### config.mk
export PLATFORM = sky130hd
export DESIGN_NAME = addsub16_pipe
export DESIGN_NICKNAME = d
export VERILOG_FILES = /design/src/rtl/alu_pkg.sv /design/src/rtl/cond_inv.sv /design/src/rtl/addsub16_pipe.sv
export SDC_FILE = /design/constraint.sdc
export NUM_CORES = 1
export LEC_CHECK = 0
export CAP_MARGIN = 20
export CELL_PAD_IN_SITES_DETAIL_PLACEMENT = 0
export CELL_PAD_IN_SITES_GLOBAL_PLACEMENT = 1
export CORE_ASPECT_RATIO = 1.25
export CORE_MARGIN = 5
export CORE_UTILIZATION = 43
export DETAILED_ROUTE_END_ITERATION = 8
export PLACE_DENSITY_LB_ADDON = 0.1
export SLEW_MARGIN = 20
export SYNTH_ARGS = -nofsm -noshare
export SYNTH_HDL_FRONTEND = slang
export SYNTH_SLANG_ARGS = --single-unit
export TNS_END_PERCENT = 100
### constraint.sdc
create_clock -name clk -period 5.7 [get_ports clk]
set_input_delay 1.71 -clock clk [delete_from_list [all_inputs] [get_ports clk]]
set_output_delay 1.71 -clock clk [all_outputs]
set_load 0.005 [all_outputs]
### src/rtl/alu_pkg.sv
// Shared ALU definitions: datapath width and the result flag bundle.
package alu_pkg;

    localparam int unsigned ALU_WIDTH = 16;

    typedef struct packed {
        logic carry;
        logic overflow;
        logic zero;
        logic neg;
    } flags_t;

endpackage

### src/rtl/cond_inv.sv
// Conditional bitwise inverter: turns B into ~B when a subtract is requested.
module cond_inv #(
    parameter int unsigned WIDTH = 16
) (
    input  logic [WIDTH-1:0] a_i,
    input  logic             inv_i,
    output logic [WIDTH-1:0] out_o
);

    assign out_o = a_i ^ {WIDTH{inv_i}};

endmodule

### src/rtl/addsub16_pipe.sv
// Two-stage pipelined add/subtract unit with valid/ready handshakes on both sides.
// Stage 1 holds A and conditionally inverted B; stage 2 holds the sum and flags.
module addsub16_pipe
    import alu_pkg::*;
#(
    parameter int unsigned WIDTH = ALU_WIDTH
) (
    input  logic             clk,
    input  logic             rst_n,
    input  logic             in_valid,
    output logic             in_ready,
    input  logic [WIDTH-1:0] in_a,
    input  logic [WIDTH-1:0] in_b,
    input  logic             in_sub,
    output logic             out_valid,
    input  logic             out_ready,
    output logic [WIDTH-1:0] out_sum,
    output logic             out_carry,
    output logic             out_overflow,
    output logic             out_zero,
    output logic             out_neg
);

    localparam int unsigned MSB = WIDTH - 1;

    logic             s1_adv;
    logic             s2_adv;
    logic [WIDTH-1:0] b_inv;
    logic [WIDTH:0]   sum_ext;

    logic             s1_valid_q, s1_valid_d;
    logic [WIDTH-1:0] a_q, a_d;
    logic [WIDTH-1:0] bx_q, bx_d;
    logic             cin_q, cin_d;
    logic             s2_valid_q, s2_valid_d;
    logic [WIDTH-1:0] sum_q, sum_d;
    flags_t           flags_q, flags_d;

    cond_inv #(
        .WIDTH (WIDTH)
    ) u_cond_inv (
        .a_i   (in_b),
        .inv_i (in_sub),
        .out_o (b_inv)
    );

    // Ready depends only on pipeline state, never on in_valid.
    always_comb begin
        s2_adv   = !s2_valid_q || out_ready;
        s1_adv   = !s1_valid_q || s2_adv;
        in_ready = s1_adv;
    end

    always_comb begin
        s1_valid_d = s1_valid_q;
        a_d        = a_q;
        bx_d       = bx_q;
        cin_d      = cin_q;
        if (s1_adv) begin
            s1_valid_d = in_valid;
            if (in_valid) begin
                a_d   = in_a;
                bx_d  = b_inv;
                cin_d = in_sub;
            end
        end
    end

    // A + ~B + 1 gives A - B; the extra bit is the carry (1 = no borrow on subtract).
    always_comb begin
        sum_ext    = {1'b0, a_q} + {1'b0, bx_q} + {{WIDTH{1'b0}}, cin_q};
        s2_valid_d = s2_valid_q;
        sum_d      = sum_q;
        flags_d    = flags_q;
        if (s2_adv) begin
            s2_valid_d = s1_valid_q;
            if (s1_valid_q) begin
                sum_d            = sum_ext[WIDTH-1:0];
                flags_d.carry    = sum_ext[WIDTH];
                flags_d.overflow = (a_q[MSB] == bx_q[MSB]) && (sum_ext[MSB] != a_q[MSB]);
                flags_d.zero     = (sum_ext[WIDTH-1:0] == '0);
                flags_d.neg      = sum_ext[MSB];
            end
        end
    end

    always_ff @(posedge clk or negedge rst_n) begin
        if (!rst_n) begin
            s1_valid_q <= 1'b0;
            a_q        <= '0;
            bx_q       <= '0;
            cin_q      <= 1'b0;
            s2_valid_q <= 1'b0;
            sum_q      <= '0;
            flags_q    <= '0;
        end else begin
            s1_valid_q <= s1_valid_d;
            a_q        <= a_d;
            bx_q       <= bx_d;
            cin_q      <= cin_d;
            s2_valid_q <= s2_valid_d;
            sum_q      <= sum_d;
            flags_q    <= flags_d;
        end
    end

    always_comb begin
        out_valid    = s2_valid_q;
        out_sum      = sum_q;
        out_carry    = flags_q.carry;
        out_overflow = flags_q.overflow;
        out_zero     = flags_q.zero;
        out_neg      = flags_q.neg;
    end

endmodule
# == Word level (Yosys, flattened, before mapping) ==
# Index checks and enable logic that the tools add are counted.
# totals
ff_bits,55
output_inout_bits,22
# op_classes
n_addsub,2
n_eq_ne,2
n_bitwise,1
reduce_logical,8
# op_table
op,n
16-bit by 16-bit adder with 17-bit output,1
17-bit by 1-bit adder with 17-bit output,1
16-bit zero test,1
16-bit XOR,1
2-bit AND reduction,2
1-bit zero test,2
1-bit logical OR,2
1-bit == test,1
1-bit logical AND,1
1-bit != test,1

# == Longest topological paths before layout ==
# Gate-level depths: netlist of run 1.
# logic_depth
depth_word,4
ltp_mapped,12
depth_no_buf,12

# == By module ==
# Synthesis of run 1 repeated with hierarchy kept, for this count alone.
# hier_totals
hier_cells,254
hier_area_um2,2972.9
# modules_own_cells
mod,instances,cells_per_inst,area_each_um2
addsub16_pipe,1,236,2801.4
cond_inv,1,18,171.4

# == Worst setup path before layout of run 1 ==
# No wires, ideal clock.
# synth_path
path_kind,input port to output port
startpoint,input port out_ready
endpoint,output port in_ready
arrival_ns,1.889
required_ns,3.990
path_slack_ns,2.101
stages,1
path_buffers,0
cell_sequence,nand3b_1
# synth_between
elab_chain_cells,2
# synth_lines
element,line_no,rtl
"start, declared",addsub16_pipe.sv:16,"input logic out_ready,"
1-bit logical OR,addsub16_pipe.sv:49,s2_adv = !s2_valid_q || out_ready;
1-bit logical OR,addsub16_pipe.sv:50,s1_adv = !s1_valid_q || s2_adv;
"end, declared",addsub16_pipe.sv:11,"output logic in_ready,"
# Every way passes these cells.

# == Worst setup path in the final report of run 1 ==
# Ends and elaborated chain as after synthesis.

==> results.md, run 1 <==
* Die height at ~100 um
* Sinks on Clock Net at 54
* RSZ-0062 raised after global routing: false
* Worst VDD drop at 0.142 mV
* Flop2flop setup slack at about 2.9 ns
* Vias after detailed routing at 2100
* RR Endpoint: out_zero$_DFFE_PN0P_
* Pwr Density at about 370 mW/mm^2
* Dpl hpwl at 4.24 mm
* WS Path Type: input port to primary output
* Antenna Violating Nets Remaining at 0
* Placeable Area at 0.00661 sq mm
* Routability cong. at approximately 0.85
* Fillers at just over 600
* Post-synth EDFFs at 0
* Row count at 33
* Hold WS at a little under 0.5 ns
* Vias per inst at roughly 5
* Static Leakage at around 1.6 nW
* Met2 GRT Util at 21.1%
* Synth Warn # at 0
* Gr ovfl total at 0
* Worst Setup End Kind: primary output
* Antenna Cells at 0
* Max-cap violations at 0
* Global-route wire length before repair at approximately 9.5 mm
* Register Area at approximately 0.0014 sq mm
* CP Cell Sequence: clkdlybuf4s50_1 > nand3b_1 > clkdlybuf4s50_1
* Required @ worst endpoint at approximately 4.0 ns
* Die W at about 84 um
* Clk slew on worst S/H paths at 0.09 ns
* Die ar. at 0.00857 sq mm
* CTS H-tree lvls at 2
* M1 GR Usage at between 10% and 20%
* Initial Utilization at between 40% and 50%
* Critical-path top delay cell: clkdlybuf4s50_1
* WP buf/inv at 2
* Slew headroom at about two fifths
* Maximum clock insertion buffer count at 2
* DRT iter0 DRCs at 58
* Hold path depth at 2
* HP Start: out_sum[0]$_DFFE_PN0P_
* Critical Path AT at roughly 2.9 ns
* CP max FO at 3
* Final Critical Period at ~4.6 ns
* Worst Hold End: out_sum[0]$_DFFE_PN0P_
* Seq/Total Area, Yosys at between 40% and 50%
* Setup violations, final at 0
* Max Freq at about 220 MHz
* Synth Area per Inst at around 11 sq um
* Synth Flop Type: dfrtp_1
* Largest delay contributor family on the critical path: buffers and inverters
* Mapped Area at between 0.002 and 0.003 sq mm
* Largest net degree at the start of global routing at 55
* I/O Buffers at 58
* Routed wire length at between 5 and 6 mm
* Layout cells sized above 1 at between 10% and 20%
* Most used routing layer: met2
* GRT Total Usage at 13.5%
* Syn Inst Count at 276
* Insertion delay to the later sink of the worst-skew pair at between 0.3 and 0.4 ns
* Hold crit path type: flip-flop to flip-flop
* Total power at 1.36 mW
* # Post-CTS Setup Buffers at 0
* Pre-antenna DRT Iters at 4
* Nets@finish at slightly below 400
* Vias in the first global route at around 2000
* Root buffer cell: clkbuf_8
* Worst R2R Path Depth at 12
* CTS tree: built
* Multi-input gate area at roughly 0.0015 sq mm
* Largest stage delay on the critical path at 0.52 ns
* Slew at the pin closest to its max-slew limit at between 0.9 and 1 ns
* Initial antenna violation count at 0
* Worst Skew at roughly 0.011 ns
* I/O Pins at 59
* FF+latch count, synth at 54
* Final period utilization at between 80 and 90%
* CTS resizes at 0
* Post-synth cell types at 48
* DR WL/cell at about 13 um
* Layout area overhead at 26.2%
* Post-synth ARST share at 100%
* Met3 usage at about 3.1%
* Final Hold Vio Count at 0
* Launch point of the worst reg-to-reg path: bx_q[0]$_DFFE_PN0P_
* CTS Buf Count at 5
* Cts hold-fix bufs at 0
* Drt drc at 0
* Most common cell on crit path: clkdlybuf4s50_1
* Critical path launch point type: input port
* Setup TNS Final at 0 ns
* Net Count, Synth at 330
* Final Max Slew Viols at 0
* Status: complete, no violations
worst max path at each step:
| stage | startpoint | endpoint | slack (ns) | depth (start not counted) |
|---|---|---|---|---|
| detailed placement | out_ready | in_ready | 1.14 | 3 |
| finish | out_ready | in_ready | 1.14 | 3 |
| CTS | out_ready | in_ready | 1.14 | 3 |
| floorplan | out_ready | in_ready | 2.10 | 1 |
| global route | out_ready | in_ready | 1.11 | 3 |
| global placement | out_ready | in_ready | 1.16 | 3 |
placed cells by master, fill, tap and decap left out, types with 3 or more instances in the layout:
| master | instances |
|---|---|
| clkdlybuf4s50_1 | 57 |
| dfrtp_1 | 54 |
| nand2_1 | 34 |
| o21ai_0 | 25 |
| mux2_2 | 23 |
| xnor2_1 | 22 |
| ha_1 | 15 |
| a21oi_1 | 11 |
| inv_1 | 10 |
| xor2_1 | 5 |
| nand3_1 | 5 |
| clkbuf_8 | 5 |
| nor2_1 | 4 |
| nand2b_1 | 4 |
| a21o_1 | 4 |
| and3_1 | 3 |
| a211oi_1 | 3 |
| o31ai_1 | 3 |
| o21a_1 | 3 |
| buf_4 | 3 |
state kept, by name (all words and copies together) (netlist names):
name / flops
a_q: 16
bx_q: 16
cin_q: 1
out_carry: 1
out_overflow: 1
out_sum: 16
out_valid: 1
out_zero: 1
s1_valid_q: 1
power by group:
| part | switching (mW) | internal [mW] |
|---|---|---|
| sequential | 0.0530 | 0.479 |
| combinational | 0.261 | 0.319 |
| clock | 0.120 | 0.131 |
synth_stat cells, drive strengths merged, types with 4 or more instances:
| master | count | area (sq um) |
|---|---|---|
| a21oi | 11 | 55.1 |
| ha | 15 | 188 |
| nand3 | 5 | 25.0 |
| a21o | 4 | 30.0 |
| clkbuf | 10 | 37.5 |
| nand2 | 34 | 128 |
| mux2 | 23 | 259 |
| nand2b | 4 | 25.0 |
| xnor2 | 22 | 193 |
| nor2 | 4 | 15.0 |
| dfrtp | 54 | 1350 |
| o21ai | 28 | 144 |
| xor2 | 5 | 43.8 |
| inv | 10 | 37.5 |
logic make-up (layout without fill, tap and decap cells):
| family | count (synthesis) | count (layout) | share of synthesized area (%) |
|---|---|---|---|
| AOI/OAI and AO/OA | 67 | 67 | 14.9 |
| and+or+nand+nor | 66 | 66 | 11.3 |
| DFF | 54 | 54 | 46.2 |
| xor gates and xnor gates | 27 | 27 | 8.08 |
| muxes | 23 | 23 | 8.85 |
| buffers and inverters | 22 | 79 | 2.95 |
| adders and majority gates | 17 | 17 | 7.78 |
layer usage:
layer / wire length, um / part of all wire (%)
met1: 2700 / 49
met2: 2390 / 43
met3: 314 / 5.7
met4: 92 / 1.7
met5: 0 / 0
area by class of cell:
| class | count | share of cell area (%) |
|---|---|---|
| multi-input cells | 200 | 40.3 |
| flip-flops and latches | 54 | 36.6 |
| repair buffers | 61 | 16.2 |
| well taps | 87 | 2.95 |
| clock buffers | 6 | 1.96 |
| clock inverters | 2 | 1.02 |
| inverters | 10 | 1.02 |
stage by stage:
stage / area [sq um] / worst slack, ns / cells / util [%]
2_1_floorplan: 2930 / 2.10 / 276 / -
3_3_place_gp: 3590 / 1.16 / 412 / 54.3
3_5_place_dp: 3590 / 1.14 / 412 / 54.3
4_1_cts: 3700 / 1.14 / 420 / 55.9
5_1_grt: 3700 / 1.11 / 420 / 55.9
6_report: 3700 / 1.14 / 420 / 55.9
worst min-delay path, delay by kind of cell (launching register included):
| family | cells | cell delay, ns |
|---|---|---|
| DFF | 1 | 0.35 |
| AOI/OAI and AO/OA | 1 | 0.06 |
| and+or+nand+nor | 1 | 0.04 |
Power figures use the tool's default switching activity.
==> run 2, diff against run 1 <==
- CORE_UTILIZATION: 43 -> 40
- clock period: 5.7 -> 4.7 ns (I/O delays scaled with it)
==> results.md, run 2 (same netlist as run 1, synthesis figures left out) <==
* Status: complete, no violations
* Slew headroom at between 30% and 40%
* CTS Buf Count at 5
* Routed wire length at 5.75 mm
* Final Hold Vio Count at 0
* Hold path depth at 2
* Initial Utilization at between 40% and 50%
* Gr ovfl total at 0
* Launch point of the worst reg-to-reg path: a_q[0]$_DFFE_PN0P_
* Antenna Cells at 0
* Met2 GRT Util at 21.0%
* Antenna Violating Nets Remaining at 0
* Final Critical Period at around 3.9 ns
* Total power at around 1.6 mW
* # Post-CTS Setup Buffers at 0
* Die ar. at 0.00914 sq mm
* Layout cells sized above 1 at 11.7%
* Routability cong. at about 0.74
* Slew at the pin closest to its max-slew limit at 0.920 ns
* Max Freq at between 200 and 300 MHz
* Die W at ~87 um
* WS Path Type: input port to primary output
* Most used routing layer: met2
* Worst Setup End Kind: primary output
* Pre-antenna DRT Iters at 4
* CTS H-tree lvls at 2
* Worst R2R Path Depth at 12
* Worst Hold End: out_sum[0]$_DFFE_PN0P_
* Fillers at approximately 730
* Flop2flop setup slack at between 1.5 and 2 ns
* Max-cap violations at 0
* Insertion delay to the later sink of the worst-skew pair at roughly 0.30 ns
* Global-route wire length before repair at approximately 10 mm
* Cts hold-fix bufs at 0
* HP Start: out_sum[0]$_DFFE_PN0P_
* Vias in the first global route at between 2000 and 2500
* Pwr Density at between 400 and 500 mW/mm^2
* Nets@finish at slightly below 400
* Root buffer cell: clkbuf_8
* Placeable Area at between 0.007 and 0.008 sq mm
* Setup violations, final at 0
* I/O Buffers at between 50 and 60
* Clk slew on worst S/H paths at roughly 0.090 ns
* Worst VDD drop at 0.181 mV
* Most common cell after layout, fill and taps aside: clkdlybuf4s50_1
* Final Max Slew Viols at 0
* Maximum clock insertion buffer count at 2
* Vias per inst at between 4 and 5
* CTS tree: built
* Met3 usage at 2.03%
* Static Leakage at 1.55 nW
* Commonest non-fill, non-tap cells in the layout: clkdlybuf4s50_1, dfrtp_1, nand2_1
* Dpl hpwl at around 4.5 mm
* Drt drc at 0
* Sinks on Clock Net at between 50 and 60
* Initial antenna violation count at 0
* Critical path launch point type: input port
* Vias after detailed routing at 2097
* Worst Skew at between 0.008 and 0.009 ns
* Layout area overhead at 25.4%
* Hold crit path type: flip-flop to flip-flop
* I/O Pins at ~60
* Placed Instances at around 420
* M1 GR Usage at 19.4%
* Finished Cell Area at approximately 0.0037 sq mm
* CP max FO at 3
* DRT iter0 DRCs at 60
* Largest net degree at the start of global routing at 50
* RR Endpoint: out_carry$_DFFE_PN0P_
* Critical Path AT at ~2.5 ns
* GRT Total Usage at roughly 14%
* Dpl cell area at roughly 0.0036 sq mm
* Setup TNS Final at 0 ns
* Required @ worst endpoint at around 3.3 ns
* RSZ-0062 raised after global routing: false
* DR WL/cell at between 10 and 15 um
* Final period utilization at roughly 84%
* CTS resizes at 0
* Row count at 35
* Post-Layout Cell Count at 424
* Die height at between 100 and 150 um
-- run 2: cell count changes in the layout (fill, tap and decap cells not counted) --
cell / delta
bufinv_16: -1
-- run 2: critical path: stages --
cell and delay, ns:
clkdlybuf4s50_1 0.46, nand3b_1 0.14, clkdlybuf4s50_1 0.52
-- run 2: layout make-up --
class | instances | area (sq um) | share of cell area (%)
well taps | 92 | 115 | 3.13
repair buffers | 61 | 598 | 16.3
inverters | 10 | 37.5 | 1.02
clock inverters | 1 | 7.51 | 0.204
flip-flops and latches | 54 | 1350 | 36.8
clock buffers | 6 | 72.6 | 1.98
multi-input cells | 200 | 1490 | 40.6
-- run 2: worst max-delay path by stage --
stage,start,end,slack [ns],cells past startpoint
floorplan,out_ready,in_ready,1.70,1
global placement,out_ready,in_ready,0.76,3
detailed placement,out_ready,in_ready,0.75,3
CTS,out_ready,in_ready,0.75,3
global route,out_ready,in_ready,0.72,3
finish,out_ready,in_ready,0.76,3
-- run 2: where the power goes --
group | total, mW | switching, mW | internal [mW]
Sequential | 0.645 | 0.0645 | 0.581
Clock | 0.246 | 0.143 | 0.103
Combinational | 0.705 | 0.318 | 0.387
Total | 1.60 | 0.526 | 1.07
-- run 2: layer usage --
layer	vias up	share of wire [%]
met5	-	0
met4	0	1.0
met3	5	4.5
met2	40	46
met1	970	49
li1	1082	-
-- run 2: through the flow --
step                      hold WS, ns  setup WS, ns  util [%]
after global placement          0.463         0.758      49.4
final                           0.484         0.759      50.5
after detailed placement        0.472         0.752      49.4
after CTS                       0.493         0.752      50.5
after global routing            0.523         0.718      50.5
after floorplan                 0.454          1.70         -
==> edit: new RTL, settings of run 2 <==
Change the package constant `ALU_WIDTH` from 16 to 12.
--- a/src/rtl/alu_pkg.sv
+++ b/src/rtl/alu_pkg.sv
@@ -3,3 +3,3 @@
 
-    localparam int unsigned ALU_WIDTH = 16;
+    localparam int unsigned ALU_WIDTH = 12;
 
Ports: changed (resized in_a, in_b and out_sum); port bits go from 59 to 47. No check against the original RTL was run, so the function may have changed too.
==> edit against run 2 <==
- register-to-register slack gained 0.56 ns
- synthesized cell count shrank 24%
- clock skew shrank 0.0069 ns
- combinational power shrank 29%
- sequential cell count shrank 12
- design area shrank 23%
- total power shrank 24%
- routed wire length shrank 31%
- area after synthesis shrank 24%
- worst setup slack lost 0.029 ns
- fmax shrank 0.73%
- via count shrank 24%
- hold slack lost 0.0055 ns
- largest cell class unchanged
==> edit: results (changes against run 2) <==
placed_area_um2: 2730  # -24%
p_sw_uw: 383  # -27%
startpoint: "out_ready"
port_buffers: 46  # -21%
synth_nets: 252  # -24%
cts_setup_buffers: 0  # unchanged
synth_compound_area_frac: 0.150  # +0.000403
synth_fa_ha_area_frac: 0.0801  # +0.00236
synth_xor_area_frac: 0.0751  # -0.00571
fill_cells: 531  # -27%
cts_resized: 0  # unchanged
syn_area_per_cell_um2: 10.6  # -0.47%
skew_ns: 0.00178  # -0.00693 ns
wirelength_mm: 3.96  # -31%
drtIter0Drc: 47  # -22%
synth_commonest_cells: "dfrtp_1, nand2_1, o21ai_0"
ir_worst_vdd_mv: 0.172  # -4.8%
status: "complete, no violations"
synthMuxAreaShare: 0.0813  # -0.00720
drive_gt1_frac: 0.113  # -0.00463
synthTopCellsByArea: "dfrtp_1, mux2_2, xnor2_1"
clock_latency_ns: 0.28  # -0.02 ns
synthDistinctLibCells: 36  # -25%
placed_cells: 314  # -25%
grt_max_degree: 43  # -14%
stdcell_count: 321  # -24%
gr-usage-all-layers: 0.124  # -0.0114
met1_length_mm: 1.90  # -32%
root_buffer: "clkbuf_8"
path_clk_slew_ns: 0.07  # -0.02 ns
met3WireLength_um: 251  # -3.8%
slew_headroom: 0.400  # +0.0159
cp_max_fo: 3  # unchanged
antenna_found_initial: 0  # unchanged
via_count: 1602  # -24%
nets: 299  # -23%
ys_seq_area_frac: 0.474  # +0.0125
routabilityCongestion: 0.696  # -5.5%
grt_pass1_wl_mm: 7.25  # -28%
place_ws_ns: 0.753  # +0.000967 ns
wl_met2_mm: 1.75  # -34%
dp_hpwl_mm: 3.16  # -30%
firstDrtPassIters: 4  # unchanged
p_leak_nw: 1.20  # -23%
## edit: path summary, 6_finish.rpt
check | to | slack, ns | depth (start not counted)
setup / recovery | in_ready | 0.73 | 3
hold / removal | out_overflow | 0.48 | 2
setup reg to reg | out_zero | 2.37 | 8
hold reg to reg | out_overflow | 0.48 | 2
max in group asynchronous | a_q[7] | 2.89 | 1
min in group asynchronous | out_sum[0] | 1.25 | 1
## edit: cell families after synthesis
logic type      Yosys count
buf+inv                  13
simple gates             54
xor+xnor                 19
mux                      16
compound gates           53
flops                    42
fa+ha+maj                13
## edit: layer usage
layer	global-route usage	vias up
li1	-	831
met1	0.160	726
met2	0.196	40
met3	0.0395	5
met4	0.0437	0
met5	0	-
## edit: power by group through the flow
stage / clock network [mW] / logic (mW) / registers, mW
floorplan: 0 / 0.301 / 0.506
detailed placement: 0 / 0.514 / 0.509
global placement: 0 / 0.507 / 0.505
global route: 0.239 / 0.569 / 0.512
finish: 0.214 / 0.503 / 0.498
CTS: 0.225 / 0.515 / 0.501
## edit: area by class of cell
cell class | count | area [µm²] | area share
Multi-Input combinational cell | 155 | 1110 | 0.396
Sequential cell | 42 | 1050 | 0.374
Timing Repair Buffer | 48 | 470 | 0.167
Tap cell | 64 | 80.1 | 0.0285
Clock buffer | 7 | 76.3 | 0.0272
Inverter | 5 | 18.8 | 0.00668
## edit: worst max-delay path, delay by kind of cell
family / cells / cell delay, ns
buf+inv: 2 / 0.99
simple gates: 1 / 0.16
